<file path="src/rtl/fetch_align_if.sv">
// fetch_align_if: fetch-memory, instruction-output and redirect signals of fetch_align_buffer.
// FETCH_ALIGN_MISALIGN_TRAP_EN adds the misalign_trap signal.
interface fetch_align_if;
    logic        fetch_req;
    logic [31:0] fetch_addr;
    logic        fetch_valid;
    logic [31:0] fetch_data;
    logic        inst_valid;
    logic        inst_ready;
    logic [31:0] inst_data;
    logic        inst_compressed;
    logic [31:0] inst_pc;
    logic        redirect_valid;
    logic [31:0] redirect_pc;
`ifdef FETCH_ALIGN_MISALIGN_TRAP_EN
    logic        misalign_trap;
    modport master (
        output fetch_req, fetch_addr, inst_valid, inst_data, inst_compressed, inst_pc, misalign_trap,
        input  fetch_valid, fetch_data, inst_ready, redirect_valid, redirect_pc
    );
    modport slave (
        input  fetch_req, fetch_addr, inst_valid, inst_data, inst_compressed, inst_pc, misalign_trap,
        output fetch_valid, fetch_data, inst_ready, redirect_valid, redirect_pc
    );
`else
    modport master (
        output fetch_req, fetch_addr, inst_valid, inst_data, inst_compressed, inst_pc,
        input  fetch_valid, fetch_data, inst_ready, redirect_valid, redirect_pc
    );
    modport slave (
        input  fetch_req, fetch_addr, inst_valid, inst_data, inst_compressed, inst_pc,
        output fetch_valid, fetch_data, inst_ready, redirect_valid, redirect_pc
    );
`endif
endinterface

</file>
<file path="src/rtl/fetch_align_buffer.sv">
// fetch_align_buffer: 4-halfword realignment FIFO turning word fetches into RV32/RVC instructions.
// FETCH_ALIGN_MISALIGN_TRAP_EN traps odd redirect targets instead of rounding them down.
module fetch_align_buffer #(
    parameter logic [31:0] RESET_PC = 32'h0000_0000,
    parameter int          BUF_HW   = 4
) (
    input logic          clk,
    input logic          reset,
    fetch_align_if.master io
);
    logic [63:0] buf_q, buf_d;
    logic [2:0]  count_q, count_d;
    logic        inflight_q;
    logic        drop_q, drop_d;
    logic        trap_q, trap_d;
    logic [31:0] pc_q, pc_d;
    logic [31:0] addr_q, addr_d;
    logic [31:0] rpc;
    logic        is_c, head_ok, fire, acc;
    logic [1:0]  pop_n, push_n;
    logic [2:0]  base;
    logic [31:0] ins, mask;

`ifdef FETCH_ALIGN_MISALIGN_TRAP_EN
    assign rpc              = io.redirect_pc;
    assign trap_d           = io.redirect_valid ? io.redirect_pc[0] : trap_q;
    assign io.misalign_trap = trap_q;
`else
    assign rpc    = io.redirect_pc & ~32'h1;
    assign trap_d = 1'b0;
`endif

    assign is_c               = buf_q[1:0] != 2'b11;
    assign head_ok            = is_c ? count_q != 3'd0 : count_q >= 3'd2;
    assign io.inst_valid      = head_ok && !io.redirect_valid && !trap_q;
    assign io.inst_data       = !io.inst_valid ? 32'h0 : is_c ? {16'h0, buf_q[15:0]} : buf_q[31:0];
    assign io.inst_compressed = io.inst_valid && is_c;
    assign io.inst_pc         = pc_q;
    assign io.fetch_addr      = addr_q;

    assign fire   = io.inst_valid && io.inst_ready;
    assign pop_n  = !fire ? 2'd0 : is_c ? 2'd1 : 2'd2;
    assign acc    = io.fetch_valid && inflight_q && !io.redirect_valid;
    assign push_n = !acc ? 2'd0 : drop_q ? 2'd1 : 2'd2;

    // Halfwords popped this cycle count as free, so a request can overlap the pop and keep 1 IPC.
    assign io.fetch_req = !reset && !io.redirect_valid && !trap_q &&
        ({1'b0, count_q} + {2'b0, inflight_q, 1'b0} + 4'd2 <= 4'(BUF_HW) + {2'b0, pop_n});

    assign base = count_q - {1'b0, pop_n};
    assign ins  = drop_q ? {16'h0, io.fetch_data[31:16]} : io.fetch_data;
    assign mask = push_n == 2'd2 ? 32'hFFFF_FFFF : push_n == 2'd1 ? 32'h0000_FFFF : 32'h0;

    always_comb begin
        buf_d   = ((buf_q >> {pop_n, 4'b0}) & ~({32'h0, mask} << {base, 4'b0})) |
                  ({32'h0, ins & mask} << {base, 4'b0});
        count_d = io.redirect_valid ? 3'd0 : count_q + {1'b0, push_n} - {1'b0, pop_n};
        drop_d  = io.redirect_valid ? rpc[1] : acc ? 1'b0 : drop_q;
        pc_d    = io.redirect_valid ? rpc : fire ? pc_q + (is_c ? 32'd2 : 32'd4) : pc_q;
        addr_d  = io.redirect_valid ? rpc & ~32'h3 : io.fetch_req ? addr_q + 32'd4 : addr_q;
    end

    always_ff @(posedge clk or posedge reset) begin
        if (reset) begin
            buf_q      <= 64'h0;
            count_q    <= 3'd0;
            inflight_q <= 1'b0;
            drop_q     <= RESET_PC[1];
            trap_q     <= 1'b0;
            pc_q       <= RESET_PC;
            addr_q     <= RESET_PC & ~32'h3;
        end else begin
            buf_q      <= buf_d;
            count_q    <= count_d;
            inflight_q <= io.fetch_req;
            drop_q     <= drop_d;
            trap_q     <= trap_d;
            pc_q       <= pc_d;
            addr_q     <= addr_d;
        end
    end
endmodule

</file>
<file path="src/flat_wrapper.sv">
// flat-port wrapper written by rule: the top's interface ports become plain ports
module fetch_align_buffer_flat 
#(
    parameter logic [31:0] RESET_PC = 32'h0000_0000,
    parameter int          BUF_HW   = 4
)
  (clk, reset, io_fetch_req, io_fetch_addr, io_inst_valid, io_inst_data, io_inst_compressed, io_inst_pc, io_fetch_valid, io_fetch_data, io_inst_ready, io_redirect_valid, io_redirect_pc);
  fetch_align_if io_i ();
  input logic clk;
  input logic reset;
  output wire logic [$bits(io_i.fetch_req)-1:0] io_fetch_req;
  output wire logic [$bits(io_i.fetch_addr)-1:0] io_fetch_addr;
  output wire logic [$bits(io_i.inst_valid)-1:0] io_inst_valid;
  output wire logic [$bits(io_i.inst_data)-1:0] io_inst_data;
  output wire logic [$bits(io_i.inst_compressed)-1:0] io_inst_compressed;
  output wire logic [$bits(io_i.inst_pc)-1:0] io_inst_pc;
  input wire logic [$bits(io_i.fetch_valid)-1:0] io_fetch_valid;
  input wire logic [$bits(io_i.fetch_data)-1:0] io_fetch_data;
  input wire logic [$bits(io_i.inst_ready)-1:0] io_inst_ready;
  input wire logic [$bits(io_i.redirect_valid)-1:0] io_redirect_valid;
  input wire logic [$bits(io_i.redirect_pc)-1:0] io_redirect_pc;
  assign io_fetch_req = io_i.fetch_req;
  assign io_fetch_addr = io_i.fetch_addr;
  assign io_inst_valid = io_i.inst_valid;
  assign io_inst_data = io_i.inst_data;
  assign io_inst_compressed = io_i.inst_compressed;
  assign io_inst_pc = io_i.inst_pc;
  assign io_i.fetch_valid = io_fetch_valid;
  assign io_i.fetch_data = io_fetch_data;
  assign io_i.inst_ready = io_inst_ready;
  assign io_i.redirect_valid = io_redirect_valid;
  assign io_i.redirect_pc = io_redirect_pc;
  fetch_align_buffer #(.RESET_PC(RESET_PC), .BUF_HW(BUF_HW)) u_core (.clk(clk), .reset(reset), .io(io_i));
endmodule
</file>
<file path="config.mk">
export PLATFORM = sky130hd
export DESIGN_NAME = fetch_align_buffer_flat
export DESIGN_NICKNAME = d
export VERILOG_FILES = /design/src/rtl/fetch_align_if.sv /design/src/rtl/fetch_align_buffer.sv /design/src/flat_wrapper.sv
export SDC_FILE = /design/constraint.sdc
export NUM_CORES = 1
export LEC_CHECK = 0
export ABC_AREA = 1
export ABC_CLOCK_PERIOD_IN_PS = 4600
export CORE_ASPECT_RATIO = 1.75
export CORE_MARGIN = 3
export CORE_UTILIZATION = 50
export CTS_CLUSTER_DIAMETER = 120
export DETAILED_ROUTE_END_ITERATION = 10
export GPL_TIMING_DRIVEN = 0
export HOLD_SLACK_MARGIN = 0.1
export PLACE_DENSITY = 0.77
export RECOVER_POWER = 100
export SETUP_SLACK_MARGIN = 0.4
export SYNTH_ARGS = -nofsm -noshare
export SYNTH_HDL_FRONTEND = slang
export SYNTH_SLANG_ARGS = --single-unit
export TNS_END_PERCENT = 5
</file>
<file path="constraint.sdc">
create_clock -name clk -period 4.6 [get_ports clk]
set_input_delay 0.46 -clock clk [delete_from_list [all_inputs] [get_ports clk]]
set_output_delay 0.46 -clock clk [all_outputs]
set_load 0.01 [all_outputs]
</file>
# Yosys cells after proc, flatten, opt, wreduce, memory -nomap -nowiden
# Cells that the tools add are included.
[classes]
add_sub_neg = 8
n_lt_le_gt_ge = 2
eq_ne = 3
n_shift = 3
n_mux = 18
n_bitwise = 4
n_reduce_logical = 13
[ops]
columns = ["op", "count"]
rows = [
  ["32-bit two-way mux", 8],
  ["32-bit by 7-bit left shift with 64-bit output", 2],
  ["64-bit AND", 1],
  ["64-bit inverter", 1],
  ["64-bit bitwise OR", 1],
  ["64-bit by 6-bit right shift with 64-bit output", 1],
  ["32-bit by 3-bit adder with 32-bit output, second input constant", 1],
  ["32-bit adder", 1],
  ["32-bit AND", 1],
  ["16-bit two-way mux", 1],
  ["2-bit two-way mux", 4],
  ["1-bit logical AND", 7],
  ["3-bit two-way mux", 2],
  ["2-bit nonzero test", 3],
  ["3-bit by 2-bit subtractor with 3-bit output", 2],
  ["3-bit by 2-bit adder with 4-bit output", 1],
  ["3-bit by 2-bit adder with 4-bit output, first input constant", 1],
  ["4-bit by 2-bit adder with 4-bit output, second input constant", 1],
  ["4-bit <= comparator", 1],
  ["3-bit by 2-bit adder with 3-bit output", 1],
  ["3-bit by 2-bit >= comparator with 1-bit output, second input constant", 1],
  ["1-bit two-way mux", 3],
  ["3-bit nonzero test", 1],
  ["2-bit by 1-bit == test with 1-bit output, second input constant", 1],
  ["other kinds (3)", 4],
]
[word_totals]
regBits = 133
input_bits = 69
output_inout_bits = 99

# Logic depth before layout (Yosys ltp)
[logic_depth]
depth_word = 10
depth_mapped = 19
ltp_nobuf = 17

# Least setup slack after synthesis
# Ideal clock, no wire load.
[synth_path]
kind = "reg2reg"
from = "reg u_core.buf_q[0]"
to = "reg u_core.buf_q[32]"
setup_time_ps = 124
arrival_ps = 2942
required_ps = 4476
slack_ps = 1534
stages_incl_launch_ff = 18
n_path_buf = 4
synth_period_minus_slack_ps = 3066
path_cell_list = "dfrtp_1 -> nand2_1 -> inv_2 -> o21ai_2 -> nand2_4 -> nor2_8 -> nand2_2 -> buf_6 -> inv_2 -> ha_1 -> fa_1 -> clkbuf_1 -> inv_1 -> clkbuf_1 -> buf_1 -> nand2_1 -> o211ai_1 -> nand2_1"
[synth_via]
elab_chain_len = 10
word_cells_on_any_way = 13
cone_classes = "add/sub (1); eq/ne (1); shift (3); mux (3); bitwise (3); reduce/logical (2)"
[synth_lines]
columns = ["element", "line", "rtl"]
rows = [
  ["start: declaration", "fetch_align_buffer.sv:11", "logic [63:0] buf_q, buf_d;"],
  ["start signal: assignment", "fetch_align_buffer.sv:73", "buf_q <= buf_d;"],
  ["2-bit inequality test", "fetch_align_buffer.sv:33", "assign is_c = buf_q[1:0] != 2'b11;"],
  ["1-bit two-way mux", "fetch_align_buffer.sv:34", "assign head_ok = is_c ? count_q != 3'd0 : count_q >= 3'd2;"],
  ["1-bit logical AND", "fetch_align_buffer.sv:35", "assign io.inst_valid = head_ok && !io.redirect_valid && !trap_q;"],
  ["1-bit logical AND", "fetch_align_buffer.sv:41", "assign fire = io.inst_valid && io.inst_ready;"],
  ["2-bit two-way mux", "fetch_align_buffer.sv:42", "assign pop_n = !fire ? 2'd0 : is_c ? 2'd1 : 2'd2;"],
  ["3-bit by 2-bit subtractor with 3-bit output", "fetch_align_buffer.sv:50", "assign base = count_q - {1'b0, pop_n};"],
  ["32-bit by 7-bit left shift with 64-bit output", "fetch_align_buffer.sv:55", "buf_d = ((buf_q >> {pop_n, 4'b0}) & ~({32'h0, mask} << {base, 4'b0})) |"],
  ["64-bit inverter", "fetch_align_buffer.sv:55", ""],
  ["64-bit AND", "fetch_align_buffer.sv:55", ""],
  ["64-bit bitwise OR *", "fetch_align_buffer.sv:55", ""],
  ["named net u_core.buf_d[32]", "fetch_align_buffer.sv:11", ""],
]
# The timed path passes the listed nets; every way through them passes the cells marked *.
# A chain may end at the register's enable or synchronous reset.

# Final worst setup path
[layout_path]
from = "reg u_core.count_q[1]"
to = "reg u_core.buf_q[26]"
[layout_via]
elab_chain_len = 10
word_cells_on_any_way = 13
cone_classes = "add/sub (1); order compare (1); shift (3); mux (2); bitwise (3); reduce/logical (3)"
[layout_lines]
columns = ["element", "line", "rtl"]
rows = [
  ["start: declaration", "fetch_align_buffer.sv:12", "logic [2:0] count_q, count_d;"],
  ["start signal: assignment", "fetch_align_buffer.sv:74", "count_q <= count_d;"],
  ["3-bit by 2-bit >= comparator with 1-bit output / 3-bit nonzero test (equally long branches)", "fetch_align_buffer.sv:34", ""],
  ["1-bit two-way mux", "fetch_align_buffer.sv:34", ""],
  ["1-bit logical AND", "fetch_align_buffer.sv:35", ""],
  ["1-bit logical AND", "fetch_align_buffer.sv:41", ""],
  ["2-bit two-way mux", "fetch_align_buffer.sv:42", ""],
  ["3-bit by 2-bit subtractor with 3-bit output", "fetch_align_buffer.sv:50", ""],
  ["32-bit by 7-bit left shift with 64-bit output", "fetch_align_buffer.sv:55", ""],
  ["64-bit inverter", "fetch_align_buffer.sv:55", ""],
  ["64-bit AND", "fetch_align_buffer.sv:55", ""],
  ["64-bit bitwise OR *", "fetch_align_buffer.sv:55", ""],
  ["named net u_core.buf_d[26]", "fetch_align_buffer.sv:11", ""],
]
# Marked as above.

==> summary.md <==
| Metric | Value |
|---|---|
| Status | `finished, violations left` |
| Failing checks | `capacitance limit, slew limit` |
| Worst Skew | `0.00655 ns` |
| Most Frequent Cell on Critical Path | `inv_1` |
| Starting Density | `51.2%` |
| Actual slew at the worst max-slew pin | `3.07 ns` |
| Congestion Overflow GR | `0` |
| Post-DP HPWL | `27700 um` |
| Hold WS | `0.527 ns` |
| Die area | `0.0197 sq mm` |
| Required @ worst endpoint | `4.93 ns` |
| Area share of the largest cell type after synthesis | `36.2%` |
| Vias in the first global route | `10300` |
| Top-count cell post-synth | `nand2_1` |
| IO Pins | `168` |
| Gpl congestion | `1.03` |
| Final hold vios | `0` |
| Critical path class | `reg2reg` |
| Register area share after synthesis | `36.2%` |
| Setup crit start kind | `flip-flop` |
| Nets | `1571` |
| Mapped Area | `0.00898 sq mm` |
| WP data arrival | `4.59 ns` |
| Largest cells by area after synthesis | `dfrtp_1, nand2_1, nand3_1` |
| Via/cell ratio | `5.92` |
| Hold Path Depth | `2` |
| Clock buffer depth | `2` |
| # DRC | `0` |
| Vias | `10300` |
| P per Cell Area | `527 mW/mm^2` |
| Cts bufs inserted | `17` |
| FF+latch count, synth | `130` |
| Tmin final | `4.26 ns` |
| RSZ-0062 raised after global routing | `true` |
| Count of final setup violators | `0` |
| Average wire per standard cell | `21.3 um` |
| Initial antenna violation count | `0` |
| Period Utilization, post-route | `92.6%` |
| EDFF count, synth | `0` |
| Place WS | `0.128 ns` |
| Critical Path, Cell by Cell | `inv_1 > nand2_1 > inv_1 > o21ai_2 > nand2_4 > nor2_8 > nand2_2 > buf_6 > inv_1 > ha_1 > fa_1 > clkbuf_1 > nand2_2 > inv_1 > clkbuf_1 > nand2_1 > o31ai_1` |
| Share of cells above drive strength 1 | `5.93%` |
| Max-cap viol count | `1` |
| Fmax | `235 MHz` |
| # H-tree levels | `4` |
| Largest net degree at the start of global routing | `68` |
| DRT Pass-1 Iters | `8` |
| Die W | `107 um` |
| Distinct cells, synth | `46` |
| Crit Path Max Fanout | `10` |
| N_diodes | `0` |
| Worst-Skew Late Latency | `0.43 ns` |
| Area grow syn2layout | `29.0%` |
| Worst setup EP type | `flip-flop` |
| Number of buffers and inverters on the critical path | `7` |
| Top cells by count, synth | `nand2_1, nor2_1, dfrtp_1` |
| YS warnings | `0` |
| Routed Wire Length | `36900 um` |
| Min setup slack post-route | `0.342 ns` |
| Asr flop ratio synth | `100%` |
| Worst-case reg-to-reg path depth | `17` |
| Total track usage | `38.2%` |
| Initial DRC Count | `936` |
| Peak supply drop | `0.369 mV` |
| Leakage | `5.57 nW` |
| Cells after Synth | `1306` |
| Final Max Tran Viols | `64` |
| Clk slew on worst S/H paths | `0.06 ns` |
| Critical Path Slowest Stage Cell | `clkbuf_1` |
| CTS root buf | `clkbuf_16` |
| First-pass GRT wire length | `56900 um` |
| Crit-path leading delay family | `buffers and inverters` |
| Top FF cell, synth | `dfrtp_1` |
| Hold bufs inserted after CTS | `0` |
| Worst path max stage delay | `0.60 ns` |
| Min-Delay Path Class | `reg2reg` |
| Final ANT Viol Nets | `0` |
| # clock sinks | `130` |
| Slew headroom | `-106%` |
| WP depth | `17` |
| Synth area leader | `dfrtp_1` |
| Die Y | `183 um` |
| IO Port Bufs | `162` |
| Average size of a mapped cell | `6.88 sq um` |
| CTS tree | `done` |
| Rows | `64` |
| Core Area | `0.0175 sq mm` |
[cell usage in the layout (no fill, tap or decap), types with 8 or more instances in the layout]
cell             instances
buf_2                   16
ha_1                     9
o21ai_0                 88
clkbuf_16               17
nand4_1                 17
a22oi_1                 16
o31ai_1                 15
buf_1                    8
inv_1                  126
or2_1                   11
xor2_1                  23
nor3_1                  31
clkbuf_1                32
nand2_1                359
nand3_1                129
xnor2_1                  8
o211ai_1                21
nor2_1                 144
o221ai_1                 8
dlygate4sd3_1           95
clkdlybuf4s50_1         67
dfrtp_1                130
a21oi_1                 23
o22ai_1                 15
[worst reg2reg max path, cell delays in order (launching register included)]
cell and delay [ns]:
dfrtp_1 0.38, inv_1 0.13, nand2_1 0.14, inv_1 0.09
o21ai_2 0.07, nand2_4 0.19, nor2_8 0.09, nand2_2 0.10
buf_6 0.20, inv_1 0.21, ha_1 0.28, fa_1 0.48
clkbuf_1 0.32, nand2_2 0.28, inv_1 0.33, clkbuf_1 0.60
nand2_1 0.15, o31ai_1 0.11
[logic make-up (layout without fill, tap and decap cells)]
| family | Yosys count | after routing | synth area share [%] |
|---|---|---|---|
| and+or+nand+nor | 719 | 719 | 34.6 |
| AOI/OAI and AO/OA | 210 | 210 | 14.5 |
| buffers and inverters | 203 | 396 | 9.72 |
| DFF | 130 | 130 | 36.2 |
| xor gates and xnor gates | 31 | 31 | 3.02 |
| adders and majority gates | 12 | 12 | 1.92 |
| other | 1 | 3 | 0.0418 |
[repair_timing]
item                                    in CTS  in global routing
setup buffers                                0                  0
resized for setup                            1                  2
endpoints found under the setup margin       7                 28
hold endpoints to repair                     0                  0
[layout make-up]
type                       count  area (sq um)
sequential                   130          3250
tap                          231           289
fill                        1581          5950
timing repair buffer         163          1650
clock inverter                10           229
multi-input combinational    975          4850
inverter                     136           513
buffer                        67           339
clock buffer                  20           467
[final timing paths]
check                      slack (ns)         startpoint               endpoint
setup / recovery                 0.34  u_core.count_q[1]       u_core.buf_q[26]
hold / removal                   0.53   u_core.buf_q[51]       u_core.buf_q[51]
setup reg to reg                 0.34  u_core.count_q[1]       u_core.buf_q[26]
hold reg to reg                  0.53   u_core.buf_q[51]       u_core.buf_q[51]
max in group asynchronous        1.79              reset  u_core.io.inst_pc[14]
min in group asynchronous        1.41              reset      u_core.inflight_q
[power by group]
part	leakage [nW]	internal [mW]	switching, mW	total [mW]
sequential	1.60	1.53	0.424	1.95
combinational	3.63	0.904	1.61	2.51
clock	0.342	1.11	0.538	1.64
[layer usage]
metal  vias up  GRT usage (%)  wire (um)
li1       4640              -          -
met1      4820           39.6      12100
met2       617           65.0      18500
met3       181           6.48       2760
met4         0           33.7       3600
met5         -              0          0
[per-stage QoR]
step | cells | total power [mW] | utilization, % | area [sq um] | TNS, ns
5_1_grt | 1732 | 6.44 | 66.1 | 11600 | 0
6_report | 1732 | 6.11 | 66.1 | 11600 | 0
3_5_place_dp | 1702 | 4.51 | 62.3 | 10900 | 0
3_3_place_gp | 1701 | 4.46 | 62.2 | 10900 | -193.22
2_1_floorplan | 1308 | 3.37 | - | 8990 | 0
4_1_cts | 1732 | 6.16 | 66.3 | 11600 | 0
[sequential cells by signal (all words and copies together) (netlist names)]
register,count
u_core.inflight_q,1
u_core.io.fetch_addr,30
u_core.io.inst_pc,31
u_core.drop_q,1
u_core.count_q,3
u_core.buf_q,64
Power figures use the tool's default switching activity.
==> RTL change 1, RTL diff (config.mk and constraints unchanged) <==
Reset style: synchronous (`reset`), changed in one clocked block.
--- a/src/rtl/fetch_align_buffer.sv
+++ b/src/rtl/fetch_align_buffer.sv
@@ -60,7 +60,7 @@
         addr_d  = io.redirect_valid ? rpc & ~32'h3 : io.fetch_req ? addr_q + 32'd4 : addr_q;
     end
 
-    always_ff @(posedge clk or posedge reset) begin
+    always_ff @(posedge clk) begin
         if (reset) begin
             buf_q      <= 64'h0;
             count_q    <= 3'd0;
Function: differs if reset is asserted again (counterexample within 4 cycles, from zero or initial values and one cycle with reset high); with reset held inactive, the same outputs for 4 cycles.
==> RTL change 1 against the unedited design <==
- synthesized area down 2.9%
- sequential cell count unchanged
- synthesized cell count up 6.8%
- worst setup slack better by 0.077 ns
- routed wire length down 2.5%
- final area down 3.0%
- largest cell class unchanged
Power is not compared: it rests on default switching activity, and its combinational part moved more than twofold at a synthesized area within 25%.
==> RTL change 1: results (changes against the unedited design) <==
| Metric | Value |
|---|---|
| Status | `finished clean` |
| Largest net degree at the start of global routing | `17 (-75%)` |
| Hold WS | `0.483 ns (-0.0439 ns)` |
| Leakage | `4.57 nW` |
| Crit path max-delay cell type | `fa_1` |
| Met2 WL | `18.1 mm (-2.0%)` |
| Layout Skew | `0.00776 ns (+0.00120 ns)` |
| WL per Instance | `19.8 um (-7.1%)` |
| Vias per cell | `5.82 (-1.7%)` |
| PostCTS Resize Cnt | `0 (-1)` |
| Hold Crit Start | `u_core.buf_q[60]` |
| Register area share after synthesis | `0.299 (-0.0637)` |
| WL final | `36.0 mm (-2.5%)` |
| Initial antenna violation count | `1 (+1)` |
| Met1 usage | `0.379 (-0.0171)` |
| Reg2reg start | `u_core.buf_q[0]` |
| Peak supply drop | `0.000251 V` |
| GR Util All Layers | `0.374 (-0.00750)` |
| DP HPWL | `28.3 mm (+2.2%)` |
| Clk slew on worst S/H paths | `0.06 ns (about the same)` |
| Distinct cells, synth | `48 (+4.3%)` |
| First-pass GRT wire length | `55.7 mm (-2.2%)` |
| R2R depth | `21 (+4)` |
| GPL Wtd Cong | `0.994 (-3.1%)` |
| M1 WL | `12.0 mm (-1.0%)` |
| Post-place instance area | `0.0106 sq mm (-2.8%)` |
| Post-Synthesis Cells | `1,395 (+6.8%)` |
| Met3 WL | `2.90 mm (+5.3%)` |
| Area contributors post-synth | `dfxtp_1, nand2_1, a21oi_1, nand3_1, inv_1` |
| First-pass detailed-route iteration total | `5 (-3)` |
| Min-Delay Endpoint | `u_core.buf_q[60]` |
| Ys flop type | `dfxtp_1` |
| Flop2flop setup slack | `0.42 ns (+0.08 ns)` |
| Terminus of the critical flop-to-flop path | `u_core.buf_q[5]` |
| Final net count | `1,658 (+5.5%)` |
| Post-placement cell count | `1,786 (+4.9%)` |
| Asr flop ratio synth | `0 (-1.00)` |
| Commonest cells post-synth | `nand2_1, inv_1, nor2_1, a21oi_1, dfxtp_1` |
| Global routing met2 resource utilization | `0.662 (+0.0122)` |
| Critical Path AT | `4.46 ns (-0.13 ns)` |
| DR iter-0 viols | `681 (-27%)` |
| Met3 Use GR | `0.0685 (+0.00367)` |
| Largest stage delay on the critical path | `0.38 ns (-0.22 ns)` |
| Share of layout cells above drive strength 1 | `0.0610 (+0.00167)` |
[RTL change 1: kinds of logic (layout without fill, tap and decap cells)]
logic type      after synthesis  count (layout)  synth area share
buf+inv                     236             430             0.113
simple gates                703             703             0.350
other cells                   1               3          0.000430
flops                       130             130             0.299
fa+ha+maj                    11              11            0.0184
compound gates              288             288             0.193
xor+xnor                     26              26            0.0261
[RTL change 1: cell type report]
| cell class | instances | area, sq um |
|---|---|---|
| Clock buffer | 19 | 453 |
| Timing Repair Buffer | 162 | 1620 |
| Inverter | 152 | 573 |
| Tap cell | 227 | 284 |
| Multi-Input combinational cell | 1031 | 5130 |
| Clock inverter | 13 | 159 |
| Fill cell | 1688 | 5790 |
| Sequential cell | 130 | 2600 |
| Buffer | 84 | 412 |
[RTL change 1: through the flow]
stage / total power [mW] / setup slack, ns
4_1_cts: 3.22 / 0.471
3_3_place_gp: 1.82 / 0.356
2_1_floorplan: 1.56 / 1.42
5_1_grt: 3.33 / 0.205
3_5_place_dp: 1.82 / 0.375
6_report: 3.22 / 0.419
==> RTL change 2, RTL diff (same flow settings) <==
Without the edit above. `buf_q` no longer has a reset.
--- a/src/rtl/fetch_align_buffer.sv
+++ b/src/rtl/fetch_align_buffer.sv
@@ -62,7 +62,6 @@
 
     always_ff @(posedge clk or posedge reset) begin
         if (reset) begin
-            buf_q      <= 64'h0;
             count_q    <= 3'd0;
             inflight_q <= 1'b0;
             drop_q     <= RESET_PC[1];
@@ -70,7 +69,6 @@
             pc_q       <= RESET_PC;
             addr_q     <= RESET_PC & ~32'h3;
         end else begin
-            buf_q      <= buf_d;
             count_q    <= count_d;
             inflight_q <= io.fetch_req;
             drop_q     <= drop_d;
@@ -79,5 +77,9 @@
             addr_q     <= addr_d;
         end
     end
+
+    always_ff @(posedge clk) begin
+        buf_q <= buf_d;
+    end
 endmodule
 
Function: same outputs for any inputs over 4 cycles, from zero or initial values and one cycle with reset high; that may be too few to reach the edited logic, so the function may still have changed.
==> RTL change 2 against the unedited design <==
- the run still ends with max-capacitance violations, max-slew violations left
- power fell by 4.0%
- sequential cell count did not move
- routed wire length fell by 8.7%
- synthesized area fell by 4.2%
- critical path depth rose by 1
- worst setup slack got worse by 0.032 ns
- final area fell by 4.5%
- critical endpoint is now u_core.buf_q[38]
- largest cell class unchanged
- highest routed layer unchanged
==> RTL change 2: results (changes against the unedited design) <==
| Metric | Value |
|---|---|
| Status | `finished, violations left` |
| Failing checks | `max-capacitance violations, max-slew violations` |
| Number of diodes | `0 (unchanged)` |
| Slew of the pin with the lowest slew margin | `3.05 ns (-0.0240 ns)` |
| Setup WS pre-CTS | `-0.183 ns (-0.311 ns)` |
| DR iter-0 viols | `718 (-23%)` |
| Asr flop ratio synth | `0.508 (-0.492)` |
| WL final | `33.7 mm (-8.7%)` |
| Share of layout cells above drive strength 1 | `0.0595 (+0.000222)` |
| Hold WS | `0.487 ns (-0.0398 ns)` |
| Register area share after synthesis | `0.341 (-0.0213)` |
| Area contributors post-synth | `dfrtp_1, nand2_1, dfxtp_1, o21ai_0, nor2_1` |
| Top fanout value on the critical path | `11 (+1)` |
| GPL Wtd Cong | `1.02 (-0.87%)` |
| Distinct cells, synth | `44 (-4.3%)` |
| Commonest cells post-synth | `nand2_1, nor2_1, o21ai_0, nand3_1, inv_1` |
| Final Max Tran Viols | `67 (+4.7%)` |
| Terminus of the critical flop-to-flop path | `u_core.buf_q[38]` |
| R2R depth | `18 (+1)` |
| Flop2flop setup slack | `0.31 ns (-0.03 ns)` |
| Tightest Hold Check Type | `register to register` |
| First-pass detailed-route iteration total | `7 (-1)` |
| Clk slew on worst S/H paths | `0.07 ns` |
| Max clock buf depth | `2 (unchanged)` |
| Leakage | `5.06 nW (-9.2%)` |
| Vias per cell | `5.66 (-4.4%)` |
| Worst-Skew Late Latency | `0.45 ns (+0.02 ns)` |
| MaxCap Viol Count | `1 (unchanged)` |
| DP HPWL | `25.6 mm (-7.4%)` |
| Peak supply drop | `0.000303 V (-18%)` |
| IO Port Bufs | `163 (+0.62%)` |
| Largest net degree at the start of global routing | `67 (-1.5%)` |
| Crit. Startpoint | `u_core.buf_q[0]` |
| Vias in the first global route | `9,704 (-5.7%)` |
| Final net count | `1,597 (+1.7%)` |
| Critical Path AT | `4.58 ns (about the same)` |
| Max frequency | `0.233 GHz (-0.75%)` |
| GR Util All Layers | `0.358 (-0.0233)` |
| Layout Skew | `0.00867 ns (+0.00212 ns)` |
| Largest stage delay on the critical path | `0.49 ns (-0.11 ns)` |
| First-pass GRT wire length | `52.6 mm (-7.6%)` |
| Post-place instance area | `0.0105 sq mm (-3.7%)` |
RTL change 2: cell types whose count changed after synthesis, moves of 10 or more:
cell	unedited run	this run
dfxtp_1	0	64
o211ai_1	21	5
or2_2	5	15
nand2_1	358	385
inv_1	125	109
o22ai_1	15	2
a21oi_1	23	38
nor2_1	142	165
nand3_1	129	118
dfrtp_1	130	66
nor3_1	31	21
nand4_1	17	7
o21ai_0	81	135
RTL change 2: worst min-delay path, stage by stage (launching register included):
cell     delay [ns]
dfxtp_1        0.32
nand2_1        0.06
o21ai_0        0.06
RTL change 2: where the power goes:
part | switching (mW) | internal [mW]
clock | 0.623 | 0.714
combinational | 1.63 | 0.954
sequential | 0.403 | 1.55
total | 2.65 | 3.21
RTL change 2: cells by family after synthesis:
logic type | synth area share
other | 0.000436
AND/OR/NAND/NOR | 0.362
buffers and inverters | 0.0921
adder cells (fa/ha/maj) | 0.0201
XOR/XNOR | 0.0326
AO/OA/AOI/OAI | 0.152
flip-flops | 0.341
RTL change 2: worst min-delay path by stage:
stage	from	to	cells past startpoint
3_3_place_gp	u_core.buf_q[55]	u_core.buf_q[55]	2
2_1_floorplan	u_core.buf_q[54]	u_core.buf_q[54]	2
3_5_place_dp	u_core.buf_q[55]	u_core.buf_q[55]	2
5_1_grt	u_core.buf_q[51]	u_core.buf_q[51]	2
4_1_cts	u_core.buf_q[53]	u_core.buf_q[53]	2
6_report	u_core.buf_q[53]	u_core.buf_q[53]	2
RTL change 2: timing repair:
item                                    in CTS  in global routing
gates cloned                                 0                  0
pin swaps                                    0                  0
gates resized for setup                      3                  5
endpoints found under the setup margin      19                 37
RTL change 2: metal layers:
layer	track usage	wire length (um)	vias up
met5	0	0	-
li1	-	-	4703
met4	0.272	2800	0
met3	0.0736	2810	179
met2	0.616	16700	625
met1	0.378	11400	4416
RTL change 2: per-stage QoR:
| stage | std cells | util |
|---|---|---|
| 2_1_floorplan | 1334 | - |
| 3_3_place_gp | 1721 | 0.631 |
| 3_5_place_dp | 1721 | 0.631 |
| 4_1_cts | 1753 | 0.665 |
| 5_1_grt | 1753 | 0.663 |
| 6_report | 1753 | 0.663 |
RTL change 2: final cells by class:
type	instances	area (sq um)
Buffer	68	339
Clock buffer	17	425
Clock inverter	15	140
Fill cell	1530	5610
Inverter	115	435
Multi-Input combinational cell	1021	4880
Sequential cell	130	2930
Tap cell	224	280
Timing Repair Buffer	163	1630
